==> config.mk <==
export PLATFORM = sky130hd
export DESIGN_NAME = alu_arbiter
export DESIGN_NICKNAME = d
export VERILOG_FILES = /design/src/rtl/alu_arbiter_pkg.sv /design/src/rtl/alu_arb_pick.sv /design/src/rtl/alu_arbiter.sv
export SDC_FILE = /design/constraint.sdc
export NUM_CORES = 1
export LEC_CHECK = 0
export BUFFER_PORTS_ARGS = -buffer_cell sky130_fd_sc_hd__buf_2
export CORE_MARGIN = 2
export CORE_UTILIZATION = 40
export DETAILED_ROUTE_END_ITERATION = 7
export GPL_ROUTABILITY_DRIVEN = 0
export PLACE_DENSITY = 0.68
export SLEW_MARGIN = 20
export SYNTH_ARGS = -nofsm -noshare
export SYNTH_HDL_FRONTEND = slang
export SYNTH_SLANG_ARGS = --single-unit
==> constraint.sdc <==
create_clock -name clk -period 2 [get_ports clk]
set_input_delay 0.2 -clock clk [delete_from_list [all_inputs] [get_ports clk]]
set_output_delay 0.2 -clock clk [all_outputs]
set_load 0.01 [all_outputs]
==> src/rtl/alu_arbiter_pkg.sv <==
// Shared definitions for the ALU arbiter: requester IDs and the idle ALUOp drive.
// ALUOp encodings themselves stay in the CPU control definitions.
package alu_arbiter_pkg;

   localparam logic       ARB_ID_CPU  = 1'b0;
   localparam logic       ARB_ID_AUX  = 1'b1;
   localparam logic [4:0] ARB_IDLE_OP = 5'd0;

endpackage

==> src/rtl/alu_arb_pick.sv <==
// Combinational two-way grant. Policy is set by macro ALU_ARB_RR_EN:
// defined -> round-robin on conflict, undefined -> requester 0 always wins.
module alu_arb_pick
   import alu_arbiter_pkg::*;
(
   input  logic v0,
   input  logic v1,
`ifdef ALU_ARB_RR_EN
   input  logic last,
`endif
   output logic grant0,
   output logic grant1
);

`ifdef ALU_ARB_RR_EN
   // On conflict the requester that was not served last wins.
   assign grant0 = v0 & (~v1 | (last == ARB_ID_AUX));
   assign grant1 = v1 & (~v0 | (last == ARB_ID_CPU));
`else
   assign grant0 = v0;
   assign grant1 = v1 & ~v0;
`endif

endmodule

==> src/rtl/alu_arbiter.sv <==
// Shares one external combinational ALU between the CPU (req0) and an auxiliary
// unit (req1) via an issue register and a tagged response register. Macro: ALU_ARB_RR_EN.
module alu_arbiter
   import alu_arbiter_pkg::*;
#(
   parameter int DW  = 32,
   parameter int OPW = 5
) (
   input  logic           clk,
   input  logic           rstn,
   input  logic           req0_valid,
   output logic           req0_ready,
   input  logic [OPW-1:0] req0_op,
   input  logic [DW-1:0]  req0_a,
   input  logic [DW-1:0]  req0_b,
   input  logic           req1_valid,
   output logic           req1_ready,
   input  logic [OPW-1:0] req1_op,
   input  logic [DW-1:0]  req1_a,
   input  logic [DW-1:0]  req1_b,
   output logic [DW-1:0]  alu_a,
   output logic [DW-1:0]  alu_b,
   output logic [OPW-1:0] alu_op,
   input  logic [DW-1:0]  alu_c,
   input  logic           alu_zero,
   output logic           rsp_valid,
   input  logic           rsp_ready,
   output logic           rsp_id,
   output logic [DW-1:0]  rsp_c,
   output logic           rsp_zero
);

   // Handshakes: a transfer happens on a rising edge where valid & ready are both 1;
   // valid never depends on ready, and ready reaches back from rsp_ready only via iss_move.
   logic           iss_valid;
   logic           iss_id;
   logic [OPW-1:0] iss_op;
   logic [DW-1:0]  iss_a;
   logic [DW-1:0]  iss_b;

   logic grant0, grant1;
   logic iss_move, iss_free;
   logic acc0, acc1, acc;

`ifdef ALU_ARB_RR_EN
   logic last;

   always_ff @(posedge clk or negedge rstn) begin
      if (!rstn)
         last <= ARB_ID_AUX;
      else if (acc)
         last <= acc1 ? ARB_ID_AUX : ARB_ID_CPU;
   end

   alu_arb_pick u_pick (
      .v0     (req0_valid),
      .v1     (req1_valid),
      .last   (last),
      .grant0 (grant0),
      .grant1 (grant1)
   );
`else
   alu_arb_pick u_pick (
      .v0     (req0_valid),
      .v1     (req1_valid),
      .grant0 (grant0),
      .grant1 (grant1)
   );
`endif

   assign iss_move = iss_valid & (~rsp_valid | rsp_ready);
   assign iss_free = ~iss_valid | iss_move;

   // rstn gating keeps both readies low for the whole time reset is asserted.
   assign req0_ready = grant0 & iss_free & rstn;
   assign req1_ready = grant1 & iss_free & rstn;

   assign acc0 = req0_valid & req0_ready;
   assign acc1 = req1_valid & req1_ready;
   assign acc  = acc0 | acc1;

   assign alu_a  = iss_valid ? iss_a  : '0;
   assign alu_b  = iss_valid ? iss_b  : '0;
   assign alu_op = iss_valid ? iss_op : OPW'(ARB_IDLE_OP);

   always_ff @(posedge clk or negedge rstn) begin
      if (!rstn) begin
         iss_valid <= 1'b0;
         iss_id    <= ARB_ID_CPU;
         iss_op    <= '0;
         iss_a     <= '0;
         iss_b     <= '0;
      end else if (acc) begin
         iss_valid <= 1'b1;
         iss_id    <= acc1 ? ARB_ID_AUX : ARB_ID_CPU;
         iss_op    <= acc1 ? req1_op : req0_op;
         iss_a     <= acc1 ? req1_a  : req0_a;
         iss_b     <= acc1 ? req1_b  : req0_b;
      end else if (iss_move) begin
         iss_valid <= 1'b0;
      end
   end

   always_ff @(posedge clk or negedge rstn) begin
      if (!rstn) begin
         rsp_valid <= 1'b0;
         rsp_id    <= ARB_ID_CPU;
         rsp_c     <= '0;
         rsp_zero  <= 1'b0;
      end else if (iss_move) begin
         rsp_valid <= 1'b1;
         rsp_id    <= iss_id;
         rsp_c     <= alu_c;
         rsp_zero  <= alu_zero;
      end else if (rsp_valid && rsp_ready) begin
         rsp_valid <= 1'b0;
      end
   end

endmodule
==> flow_metrics.tcl, run 1 <==
set metrics [dict create \
    area_growth_pct 32.9 \
    setup_viol 0 \
    use_met3 0.0293 \
    worstReg2RegEnd "rsp_c[18]" \
    synth_area_leader_cell "dfrtp_1" \
    clock.fmax_ghz 0.555 \
    met1_usage 0.238 \
    nets 912 \
    fp.dieH_um 122 \
    rsz0062_at_grt "false" \
    cts_resized 0 \
    violations "hold timing" \
    clkLatencyLatePin_ns 0.34 \
    path_max_fanout 12 \
    drtIter0Drc 119 \
    syn-cell-area_um2 5610 \
    synthTopCellsByCount "106 x dfrtp_1, 70 x and2_1, 68 x mux2i_1, 61 x nand2b_1, 59 x a2bb2oi_1" \
    fillers 1275 \
    fin_tns_setup_ns 0 \
    synth_nets 649 \
    grt_pass1_wl_um 22100 \
    yosysUniqueCellTypes 24 \
    grt_max_degree 65 \
    hp-class "in -> async" \
    cp.required_ns 1.80 \
    ir_drop_v 0.000374 \
    row_count 43 \
    chipWidth_um 122 \
    maxSlewViolCount 0 \
    cts_buffer_depth 2 \
    die_area_um2 15000 \
    p_leak_nw 3.77 \
    clock_sinks 106 \
    first_pass_iters 4 \
    finalWirelength_um 14400 \
    start_util 0.407 \
    fin_hold_ws_ns -0.00203 \
    holdBufCountCts 0 \
    seq_area_um2 2650 \
    cp-start-kind "register" \
    synth_ff_type "dfrtp_1" \
    cp_data_arrival_time_ns 1.60 \
    syn_avg_cell_area_um2 11.9 \
    detail-route-antenna-nets 0 \
    crit_path_end_kind "output port" \
    syn-instance-count 473 \
    cts_made_buffers 9 \
    tritoncts "built" \
    status "finished with violations" \
    reg2reg_setup_slack_ns 0.53 \
    grt_overflow 0 \
    n_antenna_cell 0 \
    ios 282 \
    root_buffer "clkbuf_16" \
    finalClockSkew_ns 0.00885 \
    synthArstFlopShare 1.00 \
    drive_gt1_frac 0.486 \
    first_global_vias 4503 \
    fin_ws_ns 0.199 \
    postLayoutCoreUtil 0.541 \
    grt_use_met2 0.323 \
    synth_edf_count 0 \
    synth_most_common_cell "dfrtp_1" \
    worstSetupPathType "reg -> out" \
    synth_top_area_frac 0.473 \
    place_worst_setup_slack_ns 0.509 \
    drc 0 \
    ys_ff_latch 106 \
    synth_seq_area_share 0.473 \
    worst_pin_slew_ns 0.798 \
    via_count 4474 \
    relSlewSlack 0.468 \
    yosys-top-cells-area "dfrtp_1 47%, mux2i_1 12%, a2bb2oi_1 9.2%, and2_1 7.8%, mux2_2 6.8%" \
    multi_input_area_um2 2710 \
    track_usage 0.187 \
    r2r_cells 4 \
    cts_setup_buffers 0 \
    synth_warnings 0 \
    path_clk_slew_ns 0.07 \
    final_cells 921 \
    r2r-start "rsp_valid" \
    detail_route.wl_per_cell_um 15.6 \
    grt.busiest_layer "met2" \
    fp.coreArea_um2 13800 \
    final_hold_viol_count 1 \
    viasPerCell 4.86 \
    h-tree-depth 3 \
    portBuffers 281 \
    antenna_found_initial 0 \
    placed_cells 905 \
    maxCapViolations 0 \
    power_density_nw_per_um2 827 \
    finalCriticalPeriod_ns 1.80 \
    dp_hpwl_um 10900 \
    period_share 0.901 \
]
-- report_power, final --
group | internal (W) | total, W | switching, W
sequential | 0.00253 | 0.00273 | 0.000203
combinational | 0.000958 | 0.00177 | 0.000817
clock | 0.000856 | 0.00166 | 0.000803
-- logic make-up (layout without fill, tap and decap cells) --
family | Yosys count | in the layout | synth area share
multiplexers | 102 | 102 | 0.190
flip-flops | 106 | 106 | 0.473
AND/OR/NAND/NOR | 149 | 149 | 0.170
buffers and inverters | 44 | 312 | 0.0433
AO/OA/AOI/OAI | 72 | 72 | 0.124
-- cell type report --
| cell class | count | area share |
|---|---|---|
| well taps | 180 | 0.0302 |
| flip-flops and latches | 106 | 0.356 |
| inverters | 1 | 0.000504 |
| clock inverters | 7 | 0.00722 |
| clock buffers | 9 | 0.0302 |
| multi-input cells | 323 | 0.364 |
| repair buffers | 295 | 0.212 |
-- per-layer routing --
metal,share of wire,wire [um],vias to the layer above
met5,0,0,-
met2,0.50,7140,162
li1,-,-,2162
met1,0.42,6090,2130
met4,0.021,299,0
met3,0.058,826,20
-- stage by stage --
step | area [um2] | power (W) | hold slack [ns]
CTS | 7450 | 0.00625 | 0.0121
detailed placement | 7180 | 0.00457 | 0.389
global placement | 7180 | 0.00452 | 0.374
finish | 7450 | 0.00617 | -0.00203
floorplan | 5610 | 0.00382 | -0.0956
global route | 7450 | 0.00653 | 0.0316
-- how the worst max path moves through the flow --
| stage | start | end | slack, ns |
|---|---|---|---|
| after floorplan | iss_valid | req1_ready | 0.63 |
| after global routing | iss_valid | req1_ready | 0.11 |
| after CTS | iss_valid | req1_ready | 0.17 |
| final | iss_valid | req1_ready | 0.20 |
| after global placement | rsp_valid | rsp_c[18] | 0.58 |
| after detailed placement | rsp_valid | rsp_c[18] | 0.51 |
-- critical path, cell delays in order (launching register included) --
cell      delay (ns)
dfrtp_2         0.44
nand3b_4        0.10
and2_2          0.33
and3b_1         0.25
buf_2           0.14
-- placed cells by master (no fill, tap or decap), drive strengths merged --
master,n
mux2i,68
nand2b,61
o2bb2ai,1
inv,3
buf,295
o21ai,2
and3b,1
nand3b,1
nor2b,1
dfrtp,106
clkinv,3
mux2,34
nand2,4
and2,70
nor2,1
and3,1
clkbuf,9
a2bb2oi,68
clkinvlp,2
or2b,9
a31oi,1
-- sequential cells by signal (all words and copies together) (netlist names) --
register and cells:
iss_a 32, iss_b 32, rsp_c 32, iss_op 5, iss_id 1, iss_valid 1, rsp_id 1, rsp_valid 1
rsp_zero 1
Note: power is estimated with default switching activity, not from simulation.
==> run 2: changes to the inputs <==
ABC_AREA = 1   (was default)
PLACE_DENSITY = 0.67   (was 0.68)
==> flow_metrics.tcl, run 2 <==
set metrics [dict create \
    status "complete, no violations" \
    synth_seq_area_share 0.467 \
    p_switching_w 0.00215 \
    clock_sinks 106 \
    drtIter0Drc 359 \
    nets 1262 \
    grt_overflow 0 \
    path_clk_slew_ns 0.07 \
    fin_tns_setup_ns 0 \
    pwr-share-seq 0.442 \
    synth_most_common_cell "nand2_1" \
    cp_data_arrival_time_ns 1.72 \
    path_max_fanout 43 \
    worst_pin_slew_ns 0.674 \
    synthXorXnorAreaFrac 0 \
    hp-class "in -> reg" \
    period_share 0.960 \
    synthArstFlopShare 1.00 \
    placed_cells 1253 \
    setup_viol 0 \
    portBuffers 281 \
    finalCriticalPeriod_ns 1.92 \
    chipWidth_um 123 \
    yosysUniqueCellTypes 14 \
    fp.coreArea_um2 13900 \
    clkLatencyLatePin_ns 0.34 \
    worstSetupPathType "in -> out" \
    synth_nets 1011 \
    syn_avg_cell_area_um2 6.80 \
    reg2reg_setup_slack_ns 0.51 \
    synth_edf_count 0 \
    maxCapViolations 0 \
    synthSimpleGateAreaFrac 0.435 \
    h-tree-depth 3 \
    yosys-top-cells-area "dfrtp_1 47%, nand2_1 28%, nand3_1 15%, inv_1 4.8%, buf_2 2.1%" \
    clock.fmax_ghz 0.521 \
    root_buffer "clkbuf_16" \
    syn-instance-count 835 \
    largest_registers "iss_a: 32 flops, iss_b: 32 flops, rsp_c: 32 flops" \
    synth_ff_type "dfrtp_1" \
    cp-start-kind "primary input" \
    drive_gt1_frac 0.293 \
    ys_ff_latch 106 \
    layout_commonest_cell "nand2_1" \
    detail_route.wl_per_cell_um 13.5 \
    synth_warnings 0 \
    worstReg2RegEnd "iss_a[3]" \
    rsz0062_at_grt "false" \
    synthAdderAreaFrac 0 \
    grt_max_degree 87 \
    final_cell_mix "416 x nand2_1, 280 x buf_2, 172 x nand3_1" \
    postLayoutCoreUtil 0.547 \
    power_density_nw_per_um2 858 \
    drc 0 \
    grt_pass1_wl_um 26300 \
    endpoint "req1_ready" \
    muxShareOfSynthArea 0 \
    final_cells 1272 \
    detail-route-antenna-nets 0 \
    via_count 6024 \
    area_growth_pct 33.7 \
    antenna_found_initial 1 \
    synth_top_area_frac 0.467 \
    clkPwrFrac 0.272 \
    p_leak_nw 5.02 \
    synth_compound_area_frac 0.00176 \
    viasPerCell 4.74 \
    row_count 43 \
    first_global_vias 5343 \
    cts_buffer_depth 2 \
    synthTopCellsByCount "417 x nand2_1, 172 x nand3_1, 106 x dfrtp_1, 73 x inv_1, 24 x buf_2" \
    track_usage 0.219 \
    final_hold_viol_count 0 \
    ios 282 \
    fp.dieH_um 123 \
    relSlewSlack 0.550 \
    cts_made_buffers 9 \
    maxSlewViolCount 0 \
    intPower_w 0.00437 \
    syn-cell-area_um2 5680 \
    start_util 0.409 \
    fillers 1393 \
    crit_path_end_kind "output port" \
    r2r-start "iss_valid" \
    first_pass_iters 5 \
    tritoncts "built" \
    cp.required_ns 1.80 \
    total_power_w 0.00652 \
    r2r_cells 5 \
    finalClockSkew_ns 0.00610 \
    synth_area_leader_cell "dfrtp_1" \
    die_area_um2 15200 \
    startpoint "rstn" \
    swShare 0.329 \
    finalWirelength_um 17200 \
    power_frac_comb 0.286 \
    dp_hpwl_um 12500 \
    synth_top_family_by_area "simple AND/OR/NAND/NOR gates" \
    ir_drop_v 0.000388 \
]
[run 2: cell types whose count changed in the layout (fill, tap and decap cells not counted), sizes merged, moves of 4 or more]
cell,delta
mux2i,-68
clkbuf,+4
nand2b,-61
nand3,+174
buf,+4
and2,-70
nand2,+414
a2bb2oi,-68
or2b,-9
inv,+70
mux2,-34
[run 2: timing repair]
item,CTS,global route
endpoints found under the setup margin,0,5
hold buffers,1,0
hold endpoints to repair,53,0
resized for setup,0,2
setup buffers,0,0
[run 2: area by class of cell]
| class | count | area (um2) | area share |
|---|---|---|---|
| clock inverter | 4 | 51.3 | 0.00675 |
| antenna | 1 | 2.50 | 0.000329 |
| clock buffer | 12 | 246 | 0.0324 |
| tap | 180 | 225 | 0.0296 |
| timing repair buffer | 301 | 1650 | 0.218 |
| multi-input combinational | 595 | 2490 | 0.328 |
| inverter | 73 | 274 | 0.0361 |
| sequential | 106 | 2660 | 0.350 |
[run 2: stage by stage]
stage                     hold slack [ns]  area (um2)  setup slack (ns)
after floorplan                   -0.0956        5680             0.685
after global placement              0.254        7250             0.534
after detailed placement            0.261        7250             0.499
after CTS                          0.0854        7560            0.0441
after global routing               0.0872        7590            0.0207
final                              0.0966        7600            0.0795
[run 2: worst max-delay path, stage by stage]
cell,delay (ns)
dlygate4sd3_1,0.58
buf_4,0.17
nand2_1,0.08
nor2_4,0.15
nand2_4,0.12
buf_16,0.20
inv_1,0.07
buf_2,0.12
[run 2: how the worst min path moves through the flow]
| stage | start | end | slack [ns] | cells after the start |
|---|---|---|---|---|
| 4_1_cts | alu_c[27] | rsp_c[27] | 0.09 | 3 |
| 3_3_place_gp | rstn | iss_op[4] | 0.25 | 2 |
| 5_1_grt | alu_c[27] | rsp_c[27] | 0.09 | 3 |
| 3_5_place_dp | rstn | iss_op[4] | 0.26 | 2 |
| 2_1_floorplan | rstn | iss_a[0] | -0.1 | 0 |
| 6_report | alu_c[27] | rsp_c[27] | 0.1 | 3 |
[run 2: per-layer routing]
layer  GRT usage  share of wire  vias up
met5           0              0        -
met4      0.0646          0.016        0
met3      0.0411          0.068       20
met2       0.372           0.48      220
met1       0.284           0.44     2712
li1            -              -     3072
[run 2: kinds of logic (layout without fill, tap and decap cells)]
kind of cell	after synthesis	count (layout)
other	0	1
flip-flops	106	106
AND/OR/NAND/NOR	593	593
AO/OA/AOI/OAI	2	2
buffers and inverters	134	390
[run 2: power by group through the flow]
stage / Clock, W / Combinational, W / Sequential, W
final: 0.00177 / 0.00186 / 0.00288
after detailed placement: 0 / 0.00187 / 0.00292
after CTS: 0.00183 / 0.00188 / 0.00289
after global placement: 0 / 0.00185 / 0.00292
after global routing: 0.00193 / 0.00213 / 0.00293
after floorplan: 0 / 0.000982 / 0.00294
